===== config.mk =====
export PLATFORM = sky130hd
export DESIGN_NAME = imem_arbiter_flat
export DESIGN_NICKNAME = d
export VERILOG_FILES = /design/src/rtl/imem_arbiter_if.sv /design/src/rtl/imem_arbiter.sv /design/src/flat_wrapper.sv
export SDC_FILE = /design/constraint.sdc
export NUM_CORES = 1
export LEC_CHECK = 0
export ABC_AREA = 1
export BUFFER_PORTS_ARGS = -buffer_cell sky130_fd_sc_hd__buf_4
export CORE_MARGIN = 4
export CORE_UTILIZATION = 33
export CTS_BUF_LIST = sky130_fd_sc_hd__clkbuf_16
export DETAILED_ROUTE_END_ITERATION = 6
export HOLD_SLACK_MARGIN = 0.08
export PLACE_DENSITY_LB_ADDON = 0.1
export SLEW_MARGIN = 25
export SYNTH_ARGS = -nofsm -noshare
export SYNTH_HDL_FRONTEND = slang
export SYNTH_SLANG_ARGS = --single-unit
export TNS_END_PERCENT = 1

===== constraint.sdc =====
create_clock -name clk -period 3.1 [get_ports clk]
set_clock_uncertainty 0.05 [all_clocks]
set_input_delay 0.465 -clock clk [delete_from_list [all_inputs] [get_ports clk]]
set_output_delay 0.465 -clock clk [all_outputs]
set_load 0.05 [all_outputs]

===== src/rtl/imem_arbiter_if.sv =====
// Bundles the host loader, fetch stage and instruction memory signals around imem_arbiter.
// slave is the arbiter side; master is the surrounding core/loader side.
interface imem_arbiter_if;
  logic        i_host_valid;
  logic [31:0] i_host_addr;
  logic [31:0] i_host_data;
  logic        i_host_last;
  logic        o_host_ready;
  logic [31:0] i_fetch_addr;
  logic        o_fetch_en;
  logic        o_fetch_valid;
  logic        o_core_hold;
  logic        o_boot_done;
  logic        o_err;
  logic        o_mem_we;
  logic [31:0] o_mem_addr;
  logic [31:0] o_mem_wdata;

  modport slave (
    input  i_host_valid, i_host_addr, i_host_data, i_host_last, i_fetch_addr,
    output o_host_ready, o_fetch_en, o_fetch_valid, o_core_hold, o_boot_done,
    output o_err, o_mem_we, o_mem_addr, o_mem_wdata
  );

  modport master (
    output i_host_valid, i_host_addr, i_host_data, i_host_last, i_fetch_addr,
    input  o_host_ready, o_fetch_en, o_fetch_valid, o_core_hold, o_boot_done,
    input  o_err, o_mem_we, o_mem_addr, o_mem_wdata
  );
endinterface


===== src/rtl/imem_arbiter.sv =====
// Shares the single-port instruction memory between host loader and fetch: BOOT load, RELEASE, then RUN
// with bounded host bursts. Writes land on the handshake edge; host_ready comes only from registered state.
module imem_arbiter #(
  parameter int unsigned DEPTH_WORDS = 256,
  parameter int unsigned HOST_BURST  = 2
) (
  input  logic         clk,
  input  logic         rst,
  imem_arbiter_if.slave bus
);

  typedef enum logic [1:0] {
    ST_BOOT    = 2'd0,
    ST_RELEASE = 2'd1,
    ST_RUN     = 2'd2
  } state_t;

  localparam logic [31:0] ADDR_LIMIT = 32'(DEPTH_WORDS * 4);
  localparam logic [3:0]  BURST_MAX  = 4'(HOST_BURST);

  state_t      state_q, state_d;
  logic [3:0]  burst_cnt_q, burst_cnt_d;
  logic        boot_done_q, boot_done_d;
  logic        err_q, err_d;

  logic        good_addr;
  logic        accept;
  logic        host_ready;
  logic        fetch_en;
  logic        fetch_valid;
  logic        core_hold;
  logic        mem_we;
  logic [31:0] mem_addr;

  assign good_addr = (bus.i_host_addr[1:0] == 2'b00) && (bus.i_host_addr < ADDR_LIMIT);

  always_ff @(posedge clk or negedge rst) begin
    if (!rst) begin
      state_q     <= ST_BOOT;
      burst_cnt_q <= 4'd0;
      boot_done_q <= 1'b0;
      err_q       <= 1'b0;
    end else begin
      state_q     <= state_d;
      burst_cnt_q <= burst_cnt_d;
      boot_done_q <= boot_done_d;
      err_q       <= err_d;
    end
  end

  always_comb begin
    state_d     = state_q;
    burst_cnt_d = burst_cnt_q;
    boot_done_d = boot_done_q;
    host_ready  = 1'b0;
    fetch_en    = 1'b0;
    fetch_valid = 1'b0;
    core_hold   = 1'b0;
    mem_we      = 1'b0;
    mem_addr    = bus.i_fetch_addr;
    accept      = 1'b0;

    case (state_q)
      ST_BOOT: begin
        core_hold   = 1'b1;
        host_ready  = 1'b1;
        mem_addr    = bus.i_host_addr;
        accept      = bus.i_host_valid;
        mem_we      = bus.i_host_valid && good_addr;
        burst_cnt_d = 4'd0;
        // A bad-address last beat still ends the boot phase.
        if (bus.i_host_valid && bus.i_host_last) begin
          state_d     = ST_RELEASE;
          boot_done_d = 1'b1;
        end
      end
      ST_RELEASE: begin
        burst_cnt_d = 4'd0;
        state_d     = ST_RUN;
      end
      ST_RUN: begin
        host_ready = (burst_cnt_q < BURST_MAX);
        if (bus.i_host_valid && host_ready) begin
          accept      = 1'b1;
          mem_addr    = bus.i_host_addr;
          mem_we      = good_addr;
          burst_cnt_d = burst_cnt_q + 4'd1;
        end else begin
          // Fetch owns the port; this also forces the cycle that ends a full burst.
          fetch_en    = 1'b1;
          fetch_valid = 1'b1;
          burst_cnt_d = 4'd0;
        end
      end
      default: begin
        state_d     = ST_BOOT;
        burst_cnt_d = 4'd0;
      end
    endcase

    err_d = err_q | (accept & ~good_addr);
  end

  // Strobes are gated by reset so nothing reaches memory or fetch while it is held.
  assign bus.o_host_ready  = host_ready;
  assign bus.o_fetch_en    = fetch_en & rst;
  assign bus.o_fetch_valid = fetch_valid & rst;
  assign bus.o_core_hold   = core_hold;
  assign bus.o_boot_done   = boot_done_q;
  assign bus.o_err         = err_q;
  assign bus.o_mem_we      = mem_we & rst;
  assign bus.o_mem_addr    = mem_addr;
  assign bus.o_mem_wdata   = bus.i_host_data;

endmodule


===== src/flat_wrapper.sv =====
// flat-port wrapper written by rule: the top's interface ports become plain ports
module imem_arbiter_flat 
#(
  parameter int unsigned DEPTH_WORDS = 256,
  parameter int unsigned HOST_BURST  = 2
)
  (clk, rst, bus_i_host_valid, bus_i_host_addr, bus_i_host_data, bus_i_host_last, bus_i_fetch_addr, bus_o_host_ready, bus_o_fetch_en, bus_o_fetch_valid, bus_o_core_hold, bus_o_boot_done, bus_o_err, bus_o_mem_we, bus_o_mem_addr, bus_o_mem_wdata);
  imem_arbiter_if bus_i ();
  input  logic clk;
  input  logic rst;
  input wire logic [$bits(bus_i.i_host_valid)-1:0] bus_i_host_valid;
  input wire logic [$bits(bus_i.i_host_addr)-1:0] bus_i_host_addr;
  input wire logic [$bits(bus_i.i_host_data)-1:0] bus_i_host_data;
  input wire logic [$bits(bus_i.i_host_last)-1:0] bus_i_host_last;
  input wire logic [$bits(bus_i.i_fetch_addr)-1:0] bus_i_fetch_addr;
  output wire logic [$bits(bus_i.o_host_ready)-1:0] bus_o_host_ready;
  output wire logic [$bits(bus_i.o_fetch_en)-1:0] bus_o_fetch_en;
  output wire logic [$bits(bus_i.o_fetch_valid)-1:0] bus_o_fetch_valid;
  output wire logic [$bits(bus_i.o_core_hold)-1:0] bus_o_core_hold;
  output wire logic [$bits(bus_i.o_boot_done)-1:0] bus_o_boot_done;
  output wire logic [$bits(bus_i.o_err)-1:0] bus_o_err;
  output wire logic [$bits(bus_i.o_mem_we)-1:0] bus_o_mem_we;
  output wire logic [$bits(bus_i.o_mem_addr)-1:0] bus_o_mem_addr;
  output wire logic [$bits(bus_i.o_mem_wdata)-1:0] bus_o_mem_wdata;
  assign bus_i.i_host_valid = bus_i_host_valid;
  assign bus_i.i_host_addr = bus_i_host_addr;
  assign bus_i.i_host_data = bus_i_host_data;
  assign bus_i.i_host_last = bus_i_host_last;
  assign bus_i.i_fetch_addr = bus_i_fetch_addr;
  assign bus_o_host_ready = bus_i.o_host_ready;
  assign bus_o_fetch_en = bus_i.o_fetch_en;
  assign bus_o_fetch_valid = bus_i.o_fetch_valid;
  assign bus_o_core_hold = bus_i.o_core_hold;
  assign bus_o_boot_done = bus_i.o_boot_done;
  assign bus_o_err = bus_i.o_err;
  assign bus_o_mem_we = bus_i.o_mem_we;
  assign bus_o_mem_addr = bus_i.o_mem_addr;
  assign bus_o_mem_wdata = bus_i.o_mem_wdata;
  imem_arbiter #(.DEPTH_WORDS(DEPTH_WORDS), .HOST_BURST(HOST_BURST)) u_core (.clk(clk), .rst(rst), .bus(bus_i));
endmodule

# --- Word-level counts from Yosys, hierarchy flattened ---
# Index checks and enable logic that the tools add are counted.
totals:
  ff_bits: 8
  word_cells: 38
  out_inout_bits: 71
  inputBits: 100
classes:
  n_addsub: 1
  n_reduce_logical: 8
  mux: 14
  bitwise_logic: 6
  order_cmp: 2
  n_eq_ne: 3
op_table:
  columns: ["operator", "n"]
  rows:
  - ["case mux 32 bit (2 select lines)", 1]
  - ["< comparator 32 x 11 -> 1 bit (second input constant)", 1]
  - ["two-way mux 32 bit", 1]
  - ["two-way mux 4 bit", 2]
  - ["case mux 1 bit (2 select lines)", 3]
  - ["case mux 2 bit (3 select lines)", 1]
  - ["two-way mux 1 bit", 5]
  - ["adder 4 x 1 -> 4 bit (second input constant)", 1]
  - ["logical AND 1 bit", 4]
  - ["logical NOT 2 bit", 2]
  - ["< comparator 4 x 2 -> 1 bit (second input constant)", 1]
  - ["AND reduction 2 bit", 2]
  - ["AND 1 bit", 3]
  - ["== test 2 x 1 -> 1 bit (second input constant)", 1]
  - ["== test 2 bit (second input constant)", 1]
  - ["two-way mux 2 bit", 1]
  - ["!= test 2 x 1 -> 1 bit (second input constant)", 1]
  - ["inverter 1 bit", 2]
  - ["OR 1 bit", 1]

# --- Logic depth before layout (Yosys ltp) ---
# Gate-level depths: netlist of run 1.
depth:
  word_depth: 6
  mapped_depth: 7
  mapped_depth_nobuf: 6

# --- Worst setup path before layout of run 1 ---
# OpenSTA, ideal clock, no wires.
synth_path:
  path_type: "reg2out"
  from: "register u_core.state_q[0]"
  to: "output bus_o_fetch_valid"
  arrival_ns: 1.903
  required_time_ns: 2.585
  slack_ns: 0.682
  path_stages_with_launch: 6
  path_buffers: 2
  path_cell_list: "dfrtp_1 -> nor2_2 -> o21ai_4 -> buf_4 -> nor2_1 -> buf_4"
synth_via:
  elab_chain_len: 3
synth_lines:
  columns: ["element", "line_no", "text"]
  rows:
  - ["from (decl)", "imem_arbiter.sv:21", "state_t state_q, state_d;"]
  - ["from (signal assigned)", "imem_arbiter.sv:44", "state_q <= state_d;"]
  - ["== test 2 bit", null, null]
  - ["two-way mux 1 bit", null, null]
  - ["AND 1 bit", null, null]
  - ["to (decl)", "flat_wrapper.sv:18", "output wire logic [$bits(bus_i.o_fetch_valid)-1:0] bus_o_fetch_valid;"]
# Every way passes these cells.

# --- Worst setup path after layout of run 1 ---
layout_path:
  from: "register u_core.burst_cnt_q[2]"
  to: "output bus_o_mem_we"
layout_via:
  elab_chain_len: 5
layout_lines:
  columns: ["element", "line_no", "text"]
  rows:
  - ["from (decl)", "imem_arbiter.sv:22", "logic [3:0] burst_cnt_q, burst_cnt_d;"]
  - ["from (signal assigned)", "imem_arbiter.sv:45", "burst_cnt_q <= burst_cnt_d;"]
  - ["< comparator 4 x 2 -> 1 bit", "imem_arbiter.sv:82", "host_ready = (burst_cnt_q < BURST_MAX);"]
  - ["logical AND 1 bit", "imem_arbiter.sv:83", "if (bus.i_host_valid && host_ready) begin"]
  - ["two-way mux 1 bit", "imem_arbiter.sv:83", null]
  - ["case mux 1 bit (2 select lines)", "imem_arbiter.sv:63", "case (state_q)"]
  - ["AND 1 bit", "imem_arbiter.sv:111", "assign bus.o_mem_we = mem_we & rst;"]
  - ["to (decl)", "flat_wrapper.sv:22", "output wire logic [$bits(bus_i.o_mem_we)-1:0] bus_o_mem_we;"]
# Every way passes these cells.

==> reports/summary.log, run 1 <==
qor: sta.min_period 2.47 ns
qor: yosys.synthCells 201
qor: detailed_routing.count_of_nets_left_with_antenna_violations_after_detail_routing 0
qor: place.gp_routability_congestion 0.761
qor: global_routing.global_route_wire_length_before_repair 5940 um
qor: clock_network.clk_latency 0.23 ns
qor: flow_run.cap_violations 0
qor: clock_network.tritoncts yes
qor: place.dp_hpwl 3250 um
qor: yosys.yosys_register_bits 8
qor: sta.tightestPinTransition 0.566 ns
qor: floorplanning.initial_core_util 34.7%
qor: status.status finished, final reports clean
qor: floorplanning.fp.dieW 67.7 um
qor: yosys.synth.net_count 302
qor: critical_path.reg2reg_slack 1.93 ns
qor: sta.setup_viol 0
qor: detailed_routing.vias 1419
qor: final_layout.drive_gt1_share 43.0%
qor: yosys.syn-mean-instance-area 5.86 um^2
qor: detailed_routing.drt_pre_antenna_iters 4
qor: sta.drv_slew 0
qor: critical_path.worstPathMaxFanout 23
qor: clock_network.cts-htree-levels 1
qor: detailed_routing.dr_wl_met2 2070 um
qor: sta.relSlewSlack 62.2%
qor: global_routing.grt_pass1_vias 1299
qor: sta.finalHoldViolations 0
qor: clock_network.tritoncts.num_buffers 3
qor: pwr.ir_drop 493 uV
qor: floorplanning.fp-row-count 21
qor: place.port_buffers 106
qor: detailed_routing.top_signal_layer_used met4
qor: detailed_routing.detail_route.drc_violations 0
qor: sta.final.setup.tns 0 ns
qor: clock_network.ctsLongestPathBuffers 2
qor: clock_network.cts_root_buf clkbuf_16
qor: floorplanning.design.core.area 3390 um^2
qor: critical_path.timing.critical_path.arrival 1.95 ns
qor: final_layout.nNetsFinal 373
qor: global_routing.maximum_number_of_pins_on_one_net_before_global_route_repair 35
qor: final_layout.final_design_area_no_fill 1810 um^2
qor: yosys.yosysTopAreaCellShare 23.9%
qor: pwr.power.leakage 1.06 nW
qor: yosys.ys_types 21
qor: place.placement_cell_area 1720 um^2
qor: detailed_routing.route.layer.met1.wl 1340 um
qor: sta.max_freq 0.405 GHz
qor: clock_network.post_cts_buffers 0
qor: sta.post_route_worst_hold_slack 0.390 ns
qor: critical_path.cp-start-kind register
qor: detailed_routing.route.final.wire_length 4050 um
qor: global_routing.globalRouteTotalUtil 16.6%
qor: clock_network.clock_pin_transition_on_the_worst_setup_and_hold_timing_paths 0.04 ns
qor: floorplanning.floorplan.die_area 4590 um^2
qor: floorplanning.die_y 67.7 um
qor: clock_network.post_cts_hold_buffer_count 1
qor: clock_network.tritoncts_num_sinks 8
qor: clock_network.cts.repair.resized 0
qor: critical_path.endpoint_kind output pin
qor: yosys.yosysSeqAreaShare 17.0%
qor: final_layout.insertedDiodeCount 0
qor: detailed_routing.ratio_of_routed_vias_to_standard_cells 4.49
qor: min_path.hp-class register to register
qor: detailed_routing.routed-wl-met3 505 um
qor: sta.post-route-period-util 79.6%
qor: yosys.synth.largest_area_cell nand2_1
qor: yosys.yosysWarningCount 0
qor: floorplanning.io_pins 171
qor: final_layout.area.growth.synth_to_final 53.6%
qor: sta.setup_repair_after_global_routing_missed_its_margin false
qor: critical_path.critPathKind register to output pin
qor: global_routing.grt_antenna_before_repair 0
qor: detailed_routing.wire_per_inst 12.8 um
qor: global_routing.gr-total-overflow 0
qor: critical_path.critical_path_required 2.58 ns
qor: final_layout.fill_cells 368
qor: pwr.power_density 980 nW/um^2
qor: yosys.post_synth_main_area_contributors nand2_1 (24%), buf_4 (23%), dfrtp_1 (17%)
qor: detailed_routing.initialDrtViolationCount 75
qor: yosys.synth_area 1180 um^2
metal layers:
layer,up-vias,track usage (%)
met5,-,0
met4,0,8.61
met3,18,3.49
met2,73,30.1
met1,597,17.9
li1,731,-
cells in the final DEF (no fill, tap or decap), drive strengths merged:
cell         synthesis  layout
nand2               76      76
buf                 40     107
xor2                 1       1
xnor2                1       1
or2                  1       1
ha                   1       1
nand4                1       1
o21ai                1       1
dfrtp                8       8
dlygate4sd3          0       1
a21oi                1       1
nor2                23      23
nor3                 1       1
nand3               35      35
inv                  8       8
clkbuf               2       3
conb                 1       1
kinds of logic (layout without fill, tap and decap cells):
kind of cell,Yosys count,count (layout),share of synthesized area (%)
flip-flops,8,8,17.0
adder cells (fa/ha/maj),1,1,1.06
AO/OA/AOI/OAI,2,2,1.81
XOR/XNOR,2,2,1.49
other,1,1,0.319
AND/OR/NAND/NOR,137,137,49.0
buffers and inverters,50,119,29.3
flip-flops by register name, indices dropped and copies added, names as in the netlist:
signal,cells
u_core.burst_cnt_q,4
u_core.bus.o_err,1
u_core.state_q,2
u_core.bus.o_boot_done,1
through the flow:
step	total power (W)	util (%)	worst slack, ns	instances
floorplan	0.00130	-	0.682	201
global placement	0.00157	50.8	0.874	312
detailed placement	0.00157	50.8	0.845	312
CTS	0.00179	53.3	0.610	316
global route	0.00188	53.3	0.427	316
finish	0.00177	53.3	0.632	316
path summary, 6_finish.rpt:
kind,from,to,cells after the start
max reg2reg,u_core.state_q[0],u_core.bus.o_err,5
max,u_core.burst_cnt_q[2],bus_o_mem_we,7
min,u_core.burst_cnt_q[0],u_core.burst_cnt_q[0],1
min in group asynchronous,rst,u_core.burst_cnt_q[2],2
max in group asynchronous,rst,u_core.burst_cnt_q[0],2
min reg2reg,u_core.burst_cnt_q[0],u_core.burst_cnt_q[0],1
final cells by class:
cell class | instances | area [um^2] | share of cell area (%)
Clock buffer | 3 | 75.1 | 4.15
Inverter | 8 | 30.0 | 1.66
Multi-Input combinational cell | 143 | 632 | 34.9
Sequential cell | 8 | 200 | 11.1
Tap cell | 46 | 57.6 | 3.18
Timing Repair Buffer | 108 | 813 | 45.0
power breakdown:
part	switching (W)	internal (W)	leakage, nW
Sequential	0.0000140	0.000117	0.0959
Combinational	0.00102	0.000405	0.928
Clock	0.0000500	0.000166	0.0370
Total	0.00108	0.000688	1.06
synth_stat cells:
cell type	number
inv_2	1
a21oi_1	1
nor3_1	1
or2_2	1
dfrtp_1	8
clkbuf_1	2
nand4_1	1
xnor2_1	1
buf_4	36
conb_1	1
nor2_1	21
nand2_4	1
o21ai_4	1
nor2_2	2
buf_1	1
xor2_1	1
ha_1	1
inv_1	7
nand2_1	75
buf_6	3
nand3_1	35
critical path: stages, from the launching register on:
cell and delay (ns):
dfrtp_1 0.39, nor2_2 0.13, nand2_1 0.12, o21ai_4 0.35, buf_4 0.32, nand3_1 0.09, nor2_1 0.11, buf_4 0.20
(Power assumes the default switching activity.)
==> run 2, diff against run 1 <==
CORE_UTILIZATION = 30   (was 33)
clock period = 2.4 ns   (was 3.1 ns; I/O delays follow)
==> reports/summary.log, run 2 (synthesis gave the netlist of run 1 again) <==
qor: status.status finished, final reports clean
qor: detailed_routing.count_of_nets_left_with_antenna_violations_after_detail_routing 0 [unchanged]
qor: clock_network.tritoncts_num_sinks 8 [unchanged]
qor: clock_network.clk_latency 0.23 ns [about the same]
qor: global_routing.grt_pass1_vias 1393 [+7.2%]
qor: place.placement_cell_area 1740 um^2 [+1.0%]
qor: detailed_routing.ratio_of_routed_vias_to_standard_cells 4.46 [-0.69%]
qor: sta.drv_slew 0 [unchanged]
qor: detailed_routing.wire_per_inst 12.9 um [+0.75%]
qor: clock_network.ctsLongestPathBuffers 2 [unchanged]
qor: final_layout.largest_reg_flops 4 [unchanged]
qor: critical_path.cp-start-kind input pin
qor: clock_network.cts-htree-levels 1 [unchanged]
qor: place.dp_hpwl 3390 um [+4.2%]
qor: sta.max_freq 0.476 GHz
qor: global_routing.globalRouteTotalUtil 15.6% [-1.0 points]
qor: place.gp_routability_congestion 0.799 [+4.9%]
qor: floorplanning.initial_core_util 31.7% [-3.1 points]
qor: clock_network.cts_root_buf clkbuf_16
qor: final_layout.fill_cells 434 [+18%]
qor: final_layout.layout_commonest_cell buf_4
qor: final_layout.drive_gt1_share 43.4% [+0.42 points]
qor: flow_run.cap_violations 0 [unchanged]
qor: detailed_routing.drt_pre_antenna_iters 5 [+1]
qor: floorplanning.fp-row-count 22 [+4.8%]
qor: sta.min_period 2.10 ns
qor: detailed_routing.vias 1427 [+0.56%]
qor: floorplanning.die_y 70.6 um [+4.3%]
qor: critical_path.worst_setup_path_endpoint bus_o_mem_we
qor: final_layout.top_register_by_number_of_flip_flops u_core.burst_cnt_q
qor: final_layout.insertedDiodeCount 0 [unchanged]
qor: final_layout.biggestRegsByFlops u_core.burst_cnt_q x4, u_core.state_q x2
qor: final_layout.layout.cells.most_common_list buf_4 (109), nand2_1 (75), nand3_1 (35)
qor: pwr.ir_drop 628 uV [+27%]
qor: final_layout.area.growth.synth_to_final 55.0%
qor: floorplanning.floorplan.die_area 4990 um^2 [+8.8%]
qor: clock_network.clock_pin_transition_on_the_worst_setup_and_hold_timing_paths 0.03 ns [about the same]
qor: place.port_buffers 106 [unchanged]
qor: critical_path.worstRegToRegCells 5 [unchanged]
qor: critical_path.timing.critical_path.arrival 1.69 ns [-0.26 ns]
qor: clock_network.tritoncts yes
qor: global_routing.maximum_number_of_pins_on_one_net_before_global_route_repair 33 [-5.7%]
qor: sta.setup_repair_after_global_routing_missed_its_margin false
qor: critical_path.worst_r2r_startpoint u_core.state_q[0]
qor: sta.post-route-period-util 87.5%
qor: critical_path.endpoint_kind output pin
qor: critical_path.worstSetupStartpoint rst
qor: critical_path.worstPathMaxFanout 9 [-61%]
qor: global_routing.gr-total-overflow 0 [unchanged]
qor: critical_path.critical_path_required 1.99 ns [-0.59 ns]
qor: floorplanning.fp.dieW 70.6 um [+4.3%]
qor: critical_path.critical_path.reg2reg.endpoint u_core.bus.o_err
qor: sta.finalHoldViolations 0 [unchanged]
qor: detailed_routing.initialDrtViolationCount 60 [-20%]
qor: floorplanning.design.core.area 3720 um^2 [+9.6%]
qor: detailed_routing.route.final.wire_length 4130 um [+2.0%]
qor: clock_network.tritoncts.num_buffers 3 [unchanged]
qor: critical_path.reg2reg_slack 1.26 ns [-0.67 ns]
qor: pwr.power.leakage 1.07 nW [+0.84%]
qor: pwr.power_density 1260 nW/um^2 [+29%]
qor: min_path.hp-class input pin to register
qor: final_layout.final_design_area_no_fill 1830 um^2 [+0.97%]
qor: floorplanning.io_pins 171 [unchanged]
qor: sta.final.setup.tns 0 ns [unchanged]
qor: final_layout.nNetsFinal 375 [+0.54%]
qor: global_routing.global_route_wire_length_before_repair 6580 um [+11%]
qor: detailed_routing.detail_route.drc_violations 0 [unchanged]
qor: global_routing.grt_antenna_before_repair 0 [unchanged]
qor: sta.setup_viol 0 [unchanged]
qor: critical_path.critPathKind input pin to output pin
-- run 2: through the flow --
step           setup slack (ns)  utilization (%)  hold slack, ns  total power, W  instances
4_1_cts                   0.264             49.1           0.326         0.00233        320
3_3_place_gp              0.558             46.8           0.137         0.00204        316
3_5_place_dp              0.560             46.8           0.137         0.00204        316
5_1_grt                   0.155             49.1           0.363         0.00244        320
2_1_floorplan            0.0871                -          0.0144         0.00168        201
6_report                  0.300             49.1           0.323         0.00230        320
-- run 2: how the worst min path moves through the flow --
stage,startpoint,endpoint,slack (ns),cells after the start
global route,bus_i_host_last,u_core.state_q[0],0.36,3
CTS,bus_i_host_last,u_core.state_q[0],0.33,3
finish,bus_i_host_last,u_core.state_q[0],0.32,3
detailed placement,rst,u_core.bus.o_err,0.14,1
floorplan,rst,u_core.burst_cnt_q[0],0.01,0
global placement,rst,u_core.bus.o_err,0.14,1
-- run 2: what timing repair did --
action                                 4_1_cts  5_1_grt
gates resized for setup                      0        0
endpoints found under the hold margin        8        0
setup buffers                                0        0
hold buffers                                 1        0
-- run 2: layer usage --
metal | GRT usage (%) | vias to the layer above | share of wire (%)
li1 | - | 734 | -
met3 | 5.26 | 12 | 13
met5 | 0 | - | 0
met1 | 17.9 | 602 | 33
met2 | 26.8 | 79 | 51
met4 | 6.05 | 0 | 2.3
-- run 2: layout make-up --
type,instances,area (um^2),share of cell area [%]
clock buffers,3,75.1,4.11
multi-input cells,143,632,34.6
inverters,8,30.0,1.64
repair buffers,110,828,45.4
flip-flops and latches,8,200,11.0
well taps,48,60.1,3.29
-- run 2: critical path: stages --
cell           delay [ns]
dlygate4sd3_1        0.52
buf_4                0.17
inv_1                0.07
nor3_1               0.13
nand3_1              0.10
nor2_1               0.12
buf_4                0.21
-- run 2: power breakdown --
part	leakage [nW]	total, W	internal, W	switching (W)
sequential	0.0959	0.000169	0.000152	0.0000177
clock	0.0370	0.000274	0.000214	0.0000598
combinational	0.937	0.00186	0.000536	0.00132
